--- src/rtl/dp_pkg.sv ---
// Shared types and sizing helpers for the dot product unit.
package dp_pkg;

  typedef enum logic [1:0] {
    ACCUM,
    DRAIN,
    HOLD
  } state_t;

  // Accumulator wide enough that LEN full-scale products never wrap.
  function automatic int acc_width(input int data_w, input int len);
    return 2 * data_w + $clog2(len);
  endfunction

endpackage

--- src/rtl/dp_saturate.sv ---
// Combinational clamp of the accumulator into the result width.
module dp_saturate #(
  parameter int IN_W   = 11,
  parameter int OUT_W  = 12,
  parameter int SIGNED = 0
) (
  input  logic [IN_W-1:0]  acc,
  output logic [OUT_W-1:0] value,
  output logic             ovf
);

  if (OUT_W >= IN_W) begin : g_ext
    if (SIGNED != 0) begin : g_sx
      assign value = OUT_W'($signed(acc));
    end else begin : g_zx
      assign value = OUT_W'(acc);
    end
    assign ovf = 1'b0;
  end else if (SIGNED != 0) begin : g_sclamp
    localparam int HW = IN_W - OUT_W + 1;
    logic [HW-1:0] hi;
    assign hi  = acc[IN_W-1:OUT_W-1];
    // In range only when all dropped bits match the new sign bit.
    assign ovf = !((&hi) || !(|hi));
    assign value = ovf
      ? {acc[IN_W-1], {(OUT_W-1){~acc[IN_W-1]}}}
      : acc[OUT_W-1:0];
  end else begin : g_uclamp
    assign ovf   = |acc[IN_W-1:OUT_W];
    assign value = ovf ? '1 : acc[OUT_W-1:0];
  end

endmodule

--- src/rtl/dot_product_unit.sv ---
// Streaming dot product: one operand pair per handshake,
// LEN pairs per result, saturated into OUT_W bits.
module dot_product_unit
  import dp_pkg::*;
#(
  parameter int DATA_W = 4,
  parameter int LEN    = 8,
  parameter int OUT_W  = 12,
  parameter int SIGNED = 0
) (
  input  logic              clk,
  input  logic              rst,
  input  logic              in_valid,
  output logic              in_ready,
  input  logic [DATA_W-1:0] a,
  input  logic [DATA_W-1:0] b,
  output logic              out_valid,
  input  logic              out_ready,
  output logic [OUT_W-1:0]  out_data,
  output logic              out_ovf,
  output logic              busy
);

  localparam int ACC_W = acc_width(DATA_W, LEN);
  localparam int PW    = 2 * DATA_W;
  localparam int CW    = $clog2(LEN);

  state_t          state;
  state_t          state_nx;
  logic [CW-1:0]   count;
  logic [PW-1:0]   mul;
  logic [PW-1:0]   prod;
  logic            prod_vld;
  logic [ACC_W-1:0] acc;
  logic [ACC_W-1:0] prod_ext;
  logic [OUT_W-1:0] sat_val;
  logic            sat_ovf;
  logic            hs_in;
  logic            hs_out;
  logic            last;

  assign hs_in  = in_valid && in_ready;
  assign hs_out = out_valid && out_ready;
  assign last   = count == CW'(LEN - 1);

  if (SIGNED != 0) begin : g_smul
    assign mul      = $signed(a) * $signed(b);
    assign prod_ext = {{CW{prod[PW-1]}}, prod};
  end else begin : g_umul
    assign mul      = a * b;
    assign prod_ext = {{CW{1'b0}}, prod};
  end

  always_ff @(posedge clk) begin
    if (!rst) begin
      state <= ACCUM;
    end else begin
      state <= state_nx;
    end
  end

  always_comb begin
    state_nx = state;
    unique case (state)
      ACCUM: if (hs_in && last) state_nx = DRAIN;
      DRAIN: state_nx = HOLD;
      HOLD:  if (out_ready) state_nx = ACCUM;
      default: state_nx = ACCUM;
    endcase
  end

  always_comb begin
    in_ready  = rst && (state == ACCUM);
    out_valid = state == HOLD;
    busy      = (count != '0) || (state != ACCUM);
    out_data  = out_valid ? sat_val : '0;
    out_ovf   = out_valid && sat_ovf;
  end

  always_ff @(posedge clk) begin
    if (!rst) begin
      count    <= '0;
      prod     <= '0;
      prod_vld <= 1'b0;
      acc      <= '0;
    end else begin
      prod_vld <= hs_in;
      if (hs_in) begin
        prod  <= mul;
        count <= last ? '0 : count + 1'b1;
      end
      if (prod_vld) acc <= acc + prod_ext;
      if (hs_out) begin
        acc   <= '0;
        count <= '0;
      end
    end
  end

  dp_saturate #(
    .IN_W  (ACC_W),
    .OUT_W (OUT_W),
    .SIGNED(SIGNED)
  ) u_sat (
    .acc  (acc),
    .value(sat_val),
    .ovf  (sat_ovf)
  );

endmodule

--- config.mk ---
export PLATFORM = sky130hd
export DESIGN_NAME = dot_product_unit
export DESIGN_NICKNAME = d
export VERILOG_FILES = /design/src/rtl/dp_pkg.sv /design/src/rtl/dp_saturate.sv /design/src/rtl/dot_product_unit.sv
export SDC_FILE = /design/constraint.sdc
export NUM_CORES = 1
export LEC_CHECK = 0
export CORE_ASPECT_RATIO = 0.9
export CORE_MARGIN = 3
export CORE_UTILIZATION = 43
export CTS_BUF_LIST = sky130_fd_sc_hd__clkbuf_2
export DETAILED_ROUTE_END_ITERATION = 12
export GPL_TIMING_DRIVEN = 0
export PLACE_DENSITY = 0.69
export SYNTH_ARGS = -nofsm -noshare
export SYNTH_HDL_FRONTEND = slang
export SYNTH_SLANG_ARGS = --single-unit
--- constraint.sdc ---
create_clock -name clk -period 6.1 [get_ports clk]
set_input_delay 0.61 -clock clk [delete_from_list [all_inputs] [get_ports clk]]
set_output_delay 0.61 -clock clk [all_outputs]
set_load 0.02 [all_outputs]
### Yosys cells after proc, flatten, opt, wreduce, memory -nomap -nowiden

Cells that the tools add are included.

* register bits after elaboration: 25
* bits of input ports: 12
* output and inout bits: 16
* word-level logic and storage cells: 29

* add/sub/neg operators: 2
* multiply operators: 1
* equal/unequal tests: 5
* mux-type cells: 5
* bitwise gates (word level): 1
* reduce and logical (&&, ||, !) cells: 10

Operator list (number)
* $add 11x8->11: 1
* $mux 11: 1
* $mul 4x4->8: 1
* $pmux 2 s3: 1
* $logic_and 1x1->1: 4
* $mux 2: 2
* $add 3x1->3 const B: 1
* $eq 3x3->1 const B: 1
* $mux 3: 1
* $reduce_bool 3->1: 1
* $eq 2x1->1 const B: 1
* $eq 2x2->1 const B: 1
* $logic_not 2->1: 1
* $ne 2x1->1 const B: 1
* $ne 2x2->1 const B: 1
* $reduce_and 2->1: 1
* $reduce_bool 2->1: 1
* $reduce_or 2->1: 1
* $logic_or 1x1->1: 1
* $not 1->1: 1

### Depth between registers and ports, before layout

* word-level depth: 6
* mapped depth: 11
* mapped depth without buffers: 11

### By module

Synthesis repeated with hierarchy kept, for this count alone.

* cell total of the unflattened synthesis: 233
* area total of the unflattened synthesis: 1983.2 um2

Modules (own cells, without submodules)
* dot_product_unit: instances 1, cells an instance 219, area an instance 1881.8 um2, seq. area each 500.5 um2
* dp_saturate: instances 1, cells an instance 14, area an instance 101.3 um2, seq. area each 0.0 um2

### Worst setup path after synthesis

No wires, ideal clock.

* path kind: input to register
* from: input port a[0]
* to: register prod[7]
* setup time: 131 ps
* arrival: 2777 ps
* data required time: 5969 ps
* setup slack: 3192 ps
* cell stages on the path: 10
* path buffers: 0
* path through: nand2_1 -> fa_1 -> inv_1 -> fa_1 -> ha_1 -> a21o_1 -> a31o_2 -> a21oi_1 -> xor2_1 -> o21ai_0

* word-level cells in the longest chain between the ends: 1

Ends and longest elaborated chain
* start, declared: line dot_product_unit.sv:15 `input logic [DATA_W-1:0] a,`
* $mul 4x4->8: line dot_product_unit.sv:50 `assign mul = a * b;`
* end signal, assigned: line dot_product_unit.sv:89 `prod <= mul;`
* end, declared: line dot_product_unit.sv:32 `logic [PW-1:0] prod;`

Every way passes these cells.
A chain may end at the register's enable or synchronous reset.

### Worst setup path in the final report

Ends and elaborated chain as after synthesis.

==> out/metrics.csv <==
stage,metric,value,unit
synth,main combinational cell family by area after synthesis,simple AND/OR/NAND/NOR gates,
finish,final net count,291,
sta,Slew HR,63.0,%
worst_setup_path,crit path DAT,3430,ps
clocking,Clock transition at path regs,260,ps
worst_setup_path,CP Class,input port to flop,
routing,WL per Instance,12.0,µm
synth,Cell variety after synth,48,
synth,Synth async-reset ratio,0,%
worst_setup_path,"CP delay by family, top",adder cells,
synth,Synth top area share,26.5,%
finish,Area Growth Syn to Fin,18.5,%
worst_setup_path,"Max FO, Critical Path",4,
worst_setup_path,Worst path max stage delay,530,ps
floorplanning,CORE AREA,0.00416,mm²
clocking,hold buffers post-CTS,0,
global_routing,total track usage,15.1,%
sta,Final Hold Vio Count,0,
sta,setup_tns,0,ps
sta,worst-margin pin slew,555,ps
synth,"EDFF count, synth",0,
power_and_ir_drop,"IR drop worst, VDD",0.000110,V
power_and_ir_drop,Flop pwr share,51.7,%
sta,hold slack,491,ps
routing,post-route DRC violation count,0,
sta,Tmin final,3140,ps
sta,setup violators final,0,
synth,multiplexer share of the synthesized area,2.65,%
finish,final instance area,0.00224,mm²
clocking,deepest clock path buffer count,2,
routing,DR iter-0 viols,80,
finish,"commonest cells after routing, fill and taps aside","25 x dfxtp_1, 25 x clkdlybuf4s50_1, 23 x and2_1, 23 x ha_1, 21 x nand2_1",
worst_setup_path,CP Cell Sequence,"clkdlybuf4s50_1, nand2_1, fa_1, inv_1, fa_1, ha_1, a21o_1, a31o_2, a21oi_1, xor2_1, o21ai_0",
clocking,Clock Sinks,25,
finish,ant diodes,0,
sta,RSZ-0062 raised after global routing,false,
sta,Final Max Tran Viols,0,
worst_setup_path,Crit path buffers/inverters,2,
status,status,completed,
power_and_ir_drop,internal cell power,0.233,mW
clocking,root buf cell,clkbuf_2,
clocking,clock latency on the worst-skew pair,370,ps
global_routing,pin count of the biggest net entering global routing,15,
synth,Synth area leaders,"dfxtp_1 27%, ha_1 15%, and2_1 7.6%",
power_and_ir_drop,combinational power share,28.2,%
synth,Avg Synthesized Cell Area,8.58,µm²
synth,post-synthesis sequential area ratio,26.5,%
global_routing,vias in the first global route,1340,
sta,fin crit share,51.5,%
clocking,CTS tree,built,
global_routing,antenna violations before repair,0,
run,max cap viols,0,
synth,post-synthesis compound-gate area fraction,15.9,%
placed_design,Placed Area,0.00222,mm²
floorplanning,DIE AREA,0.00522,mm²
sta,Fmax,318,MHz
synth,adder-cell area share of the yosys netlist,20.5,%
power_and_ir_drop,Net Sw Power,0.113,mW
floorplanning,die height,68.9,µm
floorplanning,initial core utilization,45.4,%
clocking,TritonCTS Buffers,3,
synth,Mapped Area,0.00189,mm²
finish,layout cells sized above 1,7.60,%
worst_setup_path,CP most frequent cell,fa_1,
floorplanning,row cnt,22,
synth,Synth Area in Simple Gates,25.4,%
synth,#FFs+latches synth,25,
power_and_ir_drop,leakage power,0.995,nW
power_and_ir_drop,switching share of power,32.6,%
worst_setup_path,Worst path slowest cell,fa_1,
worst_setup_path,CP endpoint kind,flop,
synth,xor-xnor portion of the synthesized cell area,3.71,%
clocking,Post-CTS Setup Bufs,0,
routing,"antenna viol nets, final",0,
placed_design,Port Buffers,25,
finish,fillers,400,
global_routing,first-pass GRT wire length,6.15,mm
placed_design,hpwl dp,2.96,mm
finish,Non-Filler Instances,310,
placed_design,Placed Cells,306,
floorplanning,I/O pin count,28,
worst_setup_path,CP required,6390,ps
floorplanning,Die Width,75.8,µm
synth,Mapped Cells,220,
sta,skew final,11.1,ps
routing,drt pass-1 iters,4,
routing,WL final,3.73,mm
routing,via count,1545,
worst_hold_path,Worst Hold Class,flop to flop,
clocking,post-CTS sizing,0,
clocking,H-tree lvl count,1,
routing,post-DR vias/cell,4.98,
power_and_ir_drop,Power Dens Cells,154,mW/mm²
power_and_ir_drop,clock share of power,20.1,%
power_and_ir_drop,Final Power,0.345,mW
synth,Synth area leader,dfxtp_1,
worst_setup_path,CP Launch Type,input port,
placed_design,gpl congestion,0.766,
synth,Most used DFF post-synth,dfxtp_1,
synth,Syn. warnings,0,
global_routing,gr ovfl total,0,
synthesized netlist by cell type, drive strengths merged, types with 4 or more instances:
cell,instances
a21o,6
a21oi,11
and2,23
buf,5
dfxtp,25
fa,5
ha,23
inv,12
mux2i,5
nand2,21
nand3,9
nand3b,4
nor2,14
nor2b,4
o21ai,13
xor2,5
power by group through the flow:
stage	combinational [mW]	clock, mW	sequential [mW]
after floorplan	0.0717	0	0.180
after global placement	0.0953	0	0.182
after detailed placement	0.0969	0	0.182
after CTS	0.0976	0.0707	0.179
after global routing	0.110	0.0751	0.180
final	0.0974	0.0694	0.179
worst min-delay path, delay by kind of cell, from the launching register on:
kind / cells / cell delay [ps]
flops: 1 / 380
simple gates: 2 / 100
metal layers:
layer / global-route usage, % / share of wire (%) / up-vias
li1: - / - / 822
met1: 22.8 / 56 / 699
met2: 23.0 / 41 / 22
met3: 3.04 / 3.4 / 2
met4: 1.31 / 0.38 / 0
met5: 0 / 0 / -
area by class of cell:
cell class / count / area [µm²] / area share (%)
Clock inverter: 1 / 5.00 / 0.224
Buffer: 8 / 47.5 / 2.13
Multi-Input combinational cell: 175 / 1290 / 57.9
Clock buffer: 3 / 15.0 / 0.671
Tap cell: 60 / 75.1 / 3.36
Timing Repair Buffer: 25 / 250 / 11.2
Inverter: 13 / 48.8 / 2.18
Sequential cell: 25 / 500 / 22.4
kinds of logic after synthesis:
group | Yosys count
AOI/OAI and AO/OA | 44
DFF | 25
muxes | 5
other | 1
and+or+nand+nor | 88
xor gates and xnor gates | 8
adders and majority gates | 28
buffers and inverters | 21
sequential cells by signal, summed over array words and instances (netlist names):
signal,cells
count,3
acc,11
prod_vld,1
prod,8
state,2
final timing paths:
path | startpoint | depth (start not counted) | endpoint | slack [ps]
worst max-delay path | a[0] | 11 | prod[7] | 2960
worst min-delay path | prod[2] | 2 | prod[2] | 490
worst max register to register | prod[0] | 8 | acc[10] | 4020
worst min register to register | prod[2] | 2 | prod[2] | 490
through the flow:
stage,worst slack [ps],util [%]
2_1_floorplan,3190,-
3_3_place_gp,2520,53.3
3_5_place_dp,2550,53.3
4_1_cts,2940,53.8
5_1_grt,2800,53.8
6_report,2960,53.8
Note: power is estimated with default switching activity, not from simulation.
